<file path="config.mk">
export PLATFORM = sky130hd
export DESIGN_NAME = alu_dispatch_flat
export DESIGN_NICKNAME = d
export VERILOG_FILES = /design/src/rtl/alu_dispatch_if.sv /design/src/rtl/alu_dispatch.sv /design/src/flat_wrapper.sv
export SDC_FILE = /design/constraint.sdc
export NUM_CORES = 1
export LEC_CHECK = 0
export CAP_MARGIN = 15
export CORE_MARGIN = 5
export CORE_UTILIZATION = 54
export DETAILED_ROUTE_END_ITERATION = 10
export PLACE_DENSITY = 0.78
export SLEW_MARGIN = 5
export SYNTH_ARGS = -nofsm -noshare
export SYNTH_HDL_FRONTEND = slang
export SYNTH_SLANG_ARGS = --single-unit
</file>
<file path="constraint.sdc">
create_clock -name clk -period 10.9 [get_ports clk]
set_clock_uncertainty 0.2 [all_clocks]
set_input_delay 1.635 -clock clk [delete_from_list [all_inputs] [get_ports clk]]
set_output_delay 1.635 -clock clk [all_outputs]
set_load 0.005 [all_outputs]
</file>
<file path="src/rtl/alu_dispatch_if.sv">
// Request/result handshake bundle between an issuing master and the alu_dispatch stage.
interface alu_dispatch_if;
    logic        req_valid;
    logic        req_ready;
    logic [1:0]  req_op;
    logic [7:0]  req_a;
    logic [7:0]  req_b;
    logic        res_valid;
    logic        res_ready;
    logic [15:0] res_data;
    logic [2:0]  res_flags;

    modport master (
        output req_valid, req_op, req_a, req_b, res_ready,
        input  req_ready, res_valid, res_data, res_flags
    );

    modport slave (
        input  req_valid, req_op, req_a, req_b, res_ready,
        output req_ready, res_valid, res_data, res_flags
    );
endinterface

</file>
<file path="src/rtl/alu_dispatch.sv">
// Issue stage for the arithmetic cells: latches one request, waits the per-op settle
// latency, captures a 16-bit result with Z/C/DZ flags and hands it downstream.
module alu_dispatch #(
    parameter int unsigned MUL_CYCLES = 2,  // legal range 1..15
    parameter int unsigned DIV_CYCLES = 4   // legal range 1..15
) (
    input  logic         clk,
    input  logic         rst,
    alu_dispatch_if.slave bus,
    output logic [15:0]  op_count
);

    typedef enum logic [1:0] {StIdle, StExec, StDone} state_e;

    localparam logic [1:0] OpAdd = 2'b00;
    localparam logic [1:0] OpSub = 2'b01;
    localparam logic [1:0] OpMul = 2'b10;
    localparam logic [1:0] OpDiv = 2'b11;

    localparam logic [3:0] MulLoad = 4'(MUL_CYCLES - 1);
    localparam logic [3:0] DivLoad = 4'(DIV_CYCLES - 1);

    state_e      state_q, state_d;
    logic [7:0]  a_q, a_d, b_q, b_d;
    logic [1:0]  op_q, op_d;
    logic [3:0]  cnt_q, cnt_d;
    logic        res_valid_q, res_valid_d;
    logic [15:0] res_data_q, res_data_d;
    logic [2:0]  res_flags_q, res_flags_d;
    logic [15:0] op_count_q, op_count_d;

    logic        req_ready;
    logic        accept;

    // Arithmetic cells, fed only from the latched operand registers.
    logic [8:0]  sum9;
    logic [7:0]  minus;
    logic [15:0] product;
    logic [7:0]  b_safe;
    logic [7:0]  quotient;

    assign sum9     = {1'b0, a_q} + {1'b0, b_q};
    assign minus    = a_q - b_q;
    assign product  = {8'h00, a_q} * {8'h00, b_q};
    // Divisor forced non-zero so the divider never yields X; the DZ path overrides it.
    assign b_safe   = (b_q == 8'h00) ? 8'h01 : b_q;
    assign quotient = a_q / b_safe;

    logic [15:0] cap_data;
    logic        cap_c;
    logic        cap_dz;

    always_comb begin
        cap_data = 16'h0000;
        cap_c    = 1'b0;
        cap_dz   = 1'b0;
        case (op_q)
            OpAdd: begin
                cap_data = {8'h00, sum9[7:0]};
                cap_c    = sum9[8];
            end
            OpSub: begin
                cap_data = {8'h00, minus};
                cap_c    = (a_q < b_q);
            end
            OpMul: cap_data = product;
            OpDiv: begin
                if (b_q == 8'h00) begin
                    cap_data = 16'h00FF;
                    cap_dz   = 1'b1;
                end else begin
                    cap_data = {8'h00, quotient};
                end
            end
            default: cap_data = 16'h0000;
        endcase
    end

    function automatic logic [3:0] load_of(input logic [1:0] op);
        case (op)
            OpMul:   return MulLoad;
            OpDiv:   return DivLoad;
            default: return 4'd0;
        endcase
    endfunction

    assign req_ready = (state_q == StIdle) || ((state_q == StDone) && bus.res_ready);
    assign accept    = bus.req_valid && req_ready;

    always_comb begin
        state_d     = state_q;
        a_d         = a_q;
        b_d         = b_q;
        op_d        = op_q;
        cnt_d       = cnt_q;
        res_valid_d = res_valid_q;
        res_data_d  = res_data_q;
        res_flags_d = res_flags_q;
        op_count_d  = op_count_q;

        case (state_q)
            StIdle: ;
            StExec: begin
                if (cnt_q != 4'd0) begin
                    cnt_d = cnt_q - 4'd1;
                end else begin
                    res_data_d  = cap_data;
                    res_flags_d = {cap_dz, cap_c, (cap_data == 16'h0000)};
                    res_valid_d = 1'b1;
                    state_d     = StDone;
                end
            end
            StDone: begin
                if (bus.res_ready) begin
                    op_count_d  = op_count_q + 16'd1;
                    res_valid_d = 1'b0;
                    state_d     = StIdle;
                end
            end
            default: state_d = StIdle;
        endcase

        // Accept only happens in IDLE or in DONE alongside the result handshake.
        if (accept) begin
            a_d     = bus.req_a;
            b_d     = bus.req_b;
            op_d    = bus.req_op;
            cnt_d   = load_of(bus.req_op);
            state_d = StExec;
        end
    end

    always_ff @(posedge clk or posedge rst) begin
        if (rst) begin
            state_q     <= StIdle;
            a_q         <= 8'h00;
            b_q         <= 8'h00;
            op_q        <= 2'b00;
            cnt_q       <= 4'd0;
            res_valid_q <= 1'b0;
            res_data_q  <= 16'h0000;
            res_flags_q <= 3'b000;
            op_count_q  <= 16'h0000;
        end else begin
            state_q     <= state_d;
            a_q         <= a_d;
            b_q         <= b_d;
            op_q        <= op_d;
            cnt_q       <= cnt_d;
            res_valid_q <= res_valid_d;
            res_data_q  <= res_data_d;
            res_flags_q <= res_flags_d;
            op_count_q  <= op_count_d;
        end
    end

    assign bus.req_ready = req_ready;
    assign bus.res_valid = res_valid_q;
    assign bus.res_data  = res_data_q;
    assign bus.res_flags = res_flags_q;
    assign op_count      = op_count_q;

endmodule

</file>
<file path="src/flat_wrapper.sv">
// flat-port wrapper written by rule: the top's interface ports become plain ports
module alu_dispatch_flat 
#(
    parameter int unsigned MUL_CYCLES = 2,                      
    parameter int unsigned DIV_CYCLES = 4                       
)
  (clk, rst, op_count, bus_req_valid, bus_req_op, bus_req_a, bus_req_b, bus_res_ready, bus_req_ready, bus_res_valid, bus_res_data, bus_res_flags);
  alu_dispatch_if bus_i ();
  input  logic clk;
  input  logic rst;
  output logic [15:0] op_count;
  input wire logic [$bits(bus_i.req_valid)-1:0] bus_req_valid;
  input wire logic [$bits(bus_i.req_op)-1:0] bus_req_op;
  input wire logic [$bits(bus_i.req_a)-1:0] bus_req_a;
  input wire logic [$bits(bus_i.req_b)-1:0] bus_req_b;
  input wire logic [$bits(bus_i.res_ready)-1:0] bus_res_ready;
  output wire logic [$bits(bus_i.req_ready)-1:0] bus_req_ready;
  output wire logic [$bits(bus_i.res_valid)-1:0] bus_res_valid;
  output wire logic [$bits(bus_i.res_data)-1:0] bus_res_data;
  output wire logic [$bits(bus_i.res_flags)-1:0] bus_res_flags;
  assign bus_i.req_valid = bus_req_valid;
  assign bus_i.req_op = bus_req_op;
  assign bus_i.req_a = bus_req_a;
  assign bus_i.req_b = bus_req_b;
  assign bus_i.res_ready = bus_res_ready;
  assign bus_req_ready = bus_i.req_ready;
  assign bus_res_valid = bus_i.res_valid;
  assign bus_res_data = bus_i.res_data;
  assign bus_res_flags = bus_i.res_flags;
  alu_dispatch #(.MUL_CYCLES(MUL_CYCLES), .DIV_CYCLES(DIV_CYCLES)) u_core (.clk(clk), .rst(rst), .bus(bus_i), .op_count(op_count));
endmodule
</file>
==> summary.md <==
| Metric | Value |
|---|---|
| Final nets | 1038 |
| Async set or reset register ratio after synthesis | 1.00 |
| Bufs on Longest Clock Path | 2 |
| First-pass GRT wire length | about 31000 µm |
| Seq/Total Area, Yosys | 0.213 |
| Vias | 6275 |
| Final setup violation count | 0 |
| Fin crit share | 0.991 |
| Clock buffer count from CTS | 9 |
| Slew Limit Headroom | 0.417 |
| Worst stage delay on the critical path | 0.56 ns |
| HP Class | reg2reg |
| Pre-Repair DR Iteration Count | 5 |
| Largest net degree at the start of global routing | 61 |
| Max Slew Vio Count | 0 |
| Port Buffers | 58 |
| Clock latency on the worst-skew pair | 0.36 ns |
| Crit path arrival time | 10.90 ns |
| Core area | ~0.013 mm² |
| Initial Utilization | 0.553 |
| Row count | 41 |
| Post-DRT Antenna Nets | 0 |
| Post-synth net total | 964 |
| Most numerous cell in the Yosys netlist | inv_1 |
| CP max stage cell | a2111oi_4 |
| Synth Warn # | 0 |
| Total GRT Usage | 0.263 |
| GR Util met3 | 0.0636 |
| Initial antenna violation count | 0 |
| DR vias/cell | 5.88 |
| DRC | 0 |
| Post-synth top cells | inv_1, ha_1, nand2_1 |
| GR Layer Usage met1 | 0.360 |
| Layout Area Growth over Synthesis | 19.7% |
| Worst Tran Pin Value | 0.872 ns |
| Met2 GRT Util | 0.425 |
| CTS tree | done |
| Non-Filler Instances | 1067 |
| IO Count | between 50 and 60 |
| Top cell by count, worst path | a21oi_2 |
| H-tree depth | 3 |
| Final wirelength | roughly 20000 µm |
| Clock slew at reported path FFs | ~0.07 ns |
| Wire length per cell | 18.4 µm |
| Setup CP Type | reg2reg |
| Die ar. | 0.0154 mm² |
| Final GP Congestion | 0.958 |
| Fin area | 0.00843 mm² |
| Avg Cell Area, Syn | about 8.6 µm² |
| Cell variety after synth | 72 |
| Max-cap violations | 0 |
| Synth Register Bits | 60 |
| Crit-path max FO | 6 |
| Clk sinks | 60 |
| Root Driver | clkbuf_16 |
| Final hold vios | 0 |
| Antenna Cells | 0 |
| Post-synth EDFFs | 0 |
| Die outline width | 124 µm |
| Placed instance area | 0.00784 mm² |
| Dpl hpwl | between 10000 and 15000 µm |
| Iteration-0 DRC Markers | between 500 and 600 |
| Post-synth top area share | 0.213 |
| Critical path required time | 11.00 ns |
| Cells after DPL | roughly 1000 |
| Post-Syn Area | ~0.0070 mm² |
| Synth top area cells | dfrtp_1, ha_1, fa_1, inv_1, o21ai_0 |
| Post-Syn Instances | 816 |
| Synth area leader | dfrtp_1 |
| WHS | approximately 0.27 ns |
| Gr busiest metal | met2 |
| Nature of the critical path startpoint | register |
| Outcome | finished, final reports clean |
| Post-layout min period | 10.80 ns |
| Die Ht | 124 µm |
| Ys flop type | dfrtp_1 |
| Fill cells | 1066 |
| Layout cells sized above 1 | 0.134 |
| Fmax | 92.6 MHz |
| Vias in the first global route | 6102 |
| Endpoint class of the critical path | register |
| GR Overflow Total | 0 |
==> worst paths after layout <==
path / from / endpoint / slack, ns / cells past startpoint
max: u_core.b_q[1] / u_core.bus.res_flags[0] / 0.10 / 46
min: u_core.op_count[15] / u_core.op_count[15] / 0.27 / 1
max reg2reg: u_core.b_q[1] / u_core.bus.res_flags[0] / 0.10 / 46
min reg2reg: u_core.op_count[15] / u_core.op_count[15] / 0.27 / 1
max in group asynchronous: rst / u_core.b_q[1] / 8.33 / 3
min in group asynchronous: rst / u_core.op_count[3] / 1.61 / 3
==> worst max-delay path, delay by kind of cell (launching register included) <==
kind / cells / cell delay (ns)
multiplexers: 1 / 0.33
AO/OA/AOI/OAI: 23 / 4.93
adder cells (fa/ha/maj): 7 / 1.95
AND/OR/NAND/NOR: 14 / 2.76
XOR/XNOR: 1 / 0.15
flip-flops: 1 / 0.42
==> state kept, by name, summed over array words and instances (netlist names), 2 cells and up <==
| register | flops |
|---|---|
| u_core.op_q | 2 |
| u_core.cnt_q | 4 |
| u_core.state_q | 2 |
| u_core.bus.res_flags | 3 |
| u_core.op_count | 16 |
| u_core.a_q | 8 |
| u_core.b_q | 8 |
| u_core.bus.res_data | 16 |
==> area by class of cell <==
class / count / area [µm²] / share of cell area
Multi-Input combinational cell: 628 / 5180 / 0.615
Sequential cell: 60 / 1500 / 0.178
Timing Repair Buffer: 97 / 873 / 0.104
Inverter: 94 / 353 / 0.0419
Clock buffer: 9 / 225 / 0.0267
Tap cell: 172 / 215 / 0.0255
Clock inverter: 7 / 76.3 / 0.00906
==> metal layers <==
layer  part of all wire  wire length, µm
met1               0.43             8530
met2               0.47             9340
met3              0.075             1490
met4              0.016              314
met5                  0                0
==> cell families after synthesis <==
group	after synthesis	synth area share
AOI/OAI and AO/OA	183	0.177
xor gates and xnor gates	42	0.0523
adders and majority gates	126	0.264
buffers and inverters	128	0.0713
DFF	60	0.213
muxes	29	0.0466
and+or+nand+nor	248	0.175
==> metrics by stage <==
stage               setup slack, ns  TNS [ns]   util
global route                 -0.408    -0.685  0.662
floorplan                     0.696         0      -
global placement              0.287         0  0.616
detailed placement          -0.0445   -0.0445  0.616
finish                        0.103         0  0.662
CTS                          0.0947         0  0.640
==> cells in the final DEF (no fill, tap or decap), types with 9 or more instances in the layout <==
cell | Yosys | routed
xnor2_1 | 28 | 28
xor2_1 | 14 | 14
a21oi_1 | 37 | 31
nand2b_1 | 14 | 13
buf_4 | 1 | 39
nand2_1 | 74 | 74
nor2b_1 | 10 | 10
mux2_2 | 26 | 23
o21ai_0 | 61 | 56
inv_1 | 93 | 92
clkdlybuf4s50_1 | 0 | 58
ha_1 | 88 | 81
fa_1 | 38 | 38
dfrtp_1 | 60 | 60
nor2_1 | 57 | 57
nor3_1 | 21 | 20
nand3_1 | 12 | 12
a21o_1 | 9 | 9
and2_1 | 24 | 23
clkbuf_16 | 0 | 9
==> what timing repair did <==
action | 4_1_cts | 5_1_grt
setup buffers | 1 | 18
endpoints found under the hold margin | 0 | 0
resized for setup | 1 | 33
endpoints found under the setup margin | 1 | 2
pin swaps | 1 | 32
hold buffers | 0 | 0
Power is left out: the tool's default activity adds up to more than one toggle a clock period on the data nets, which glitch-free logic cannot reach.
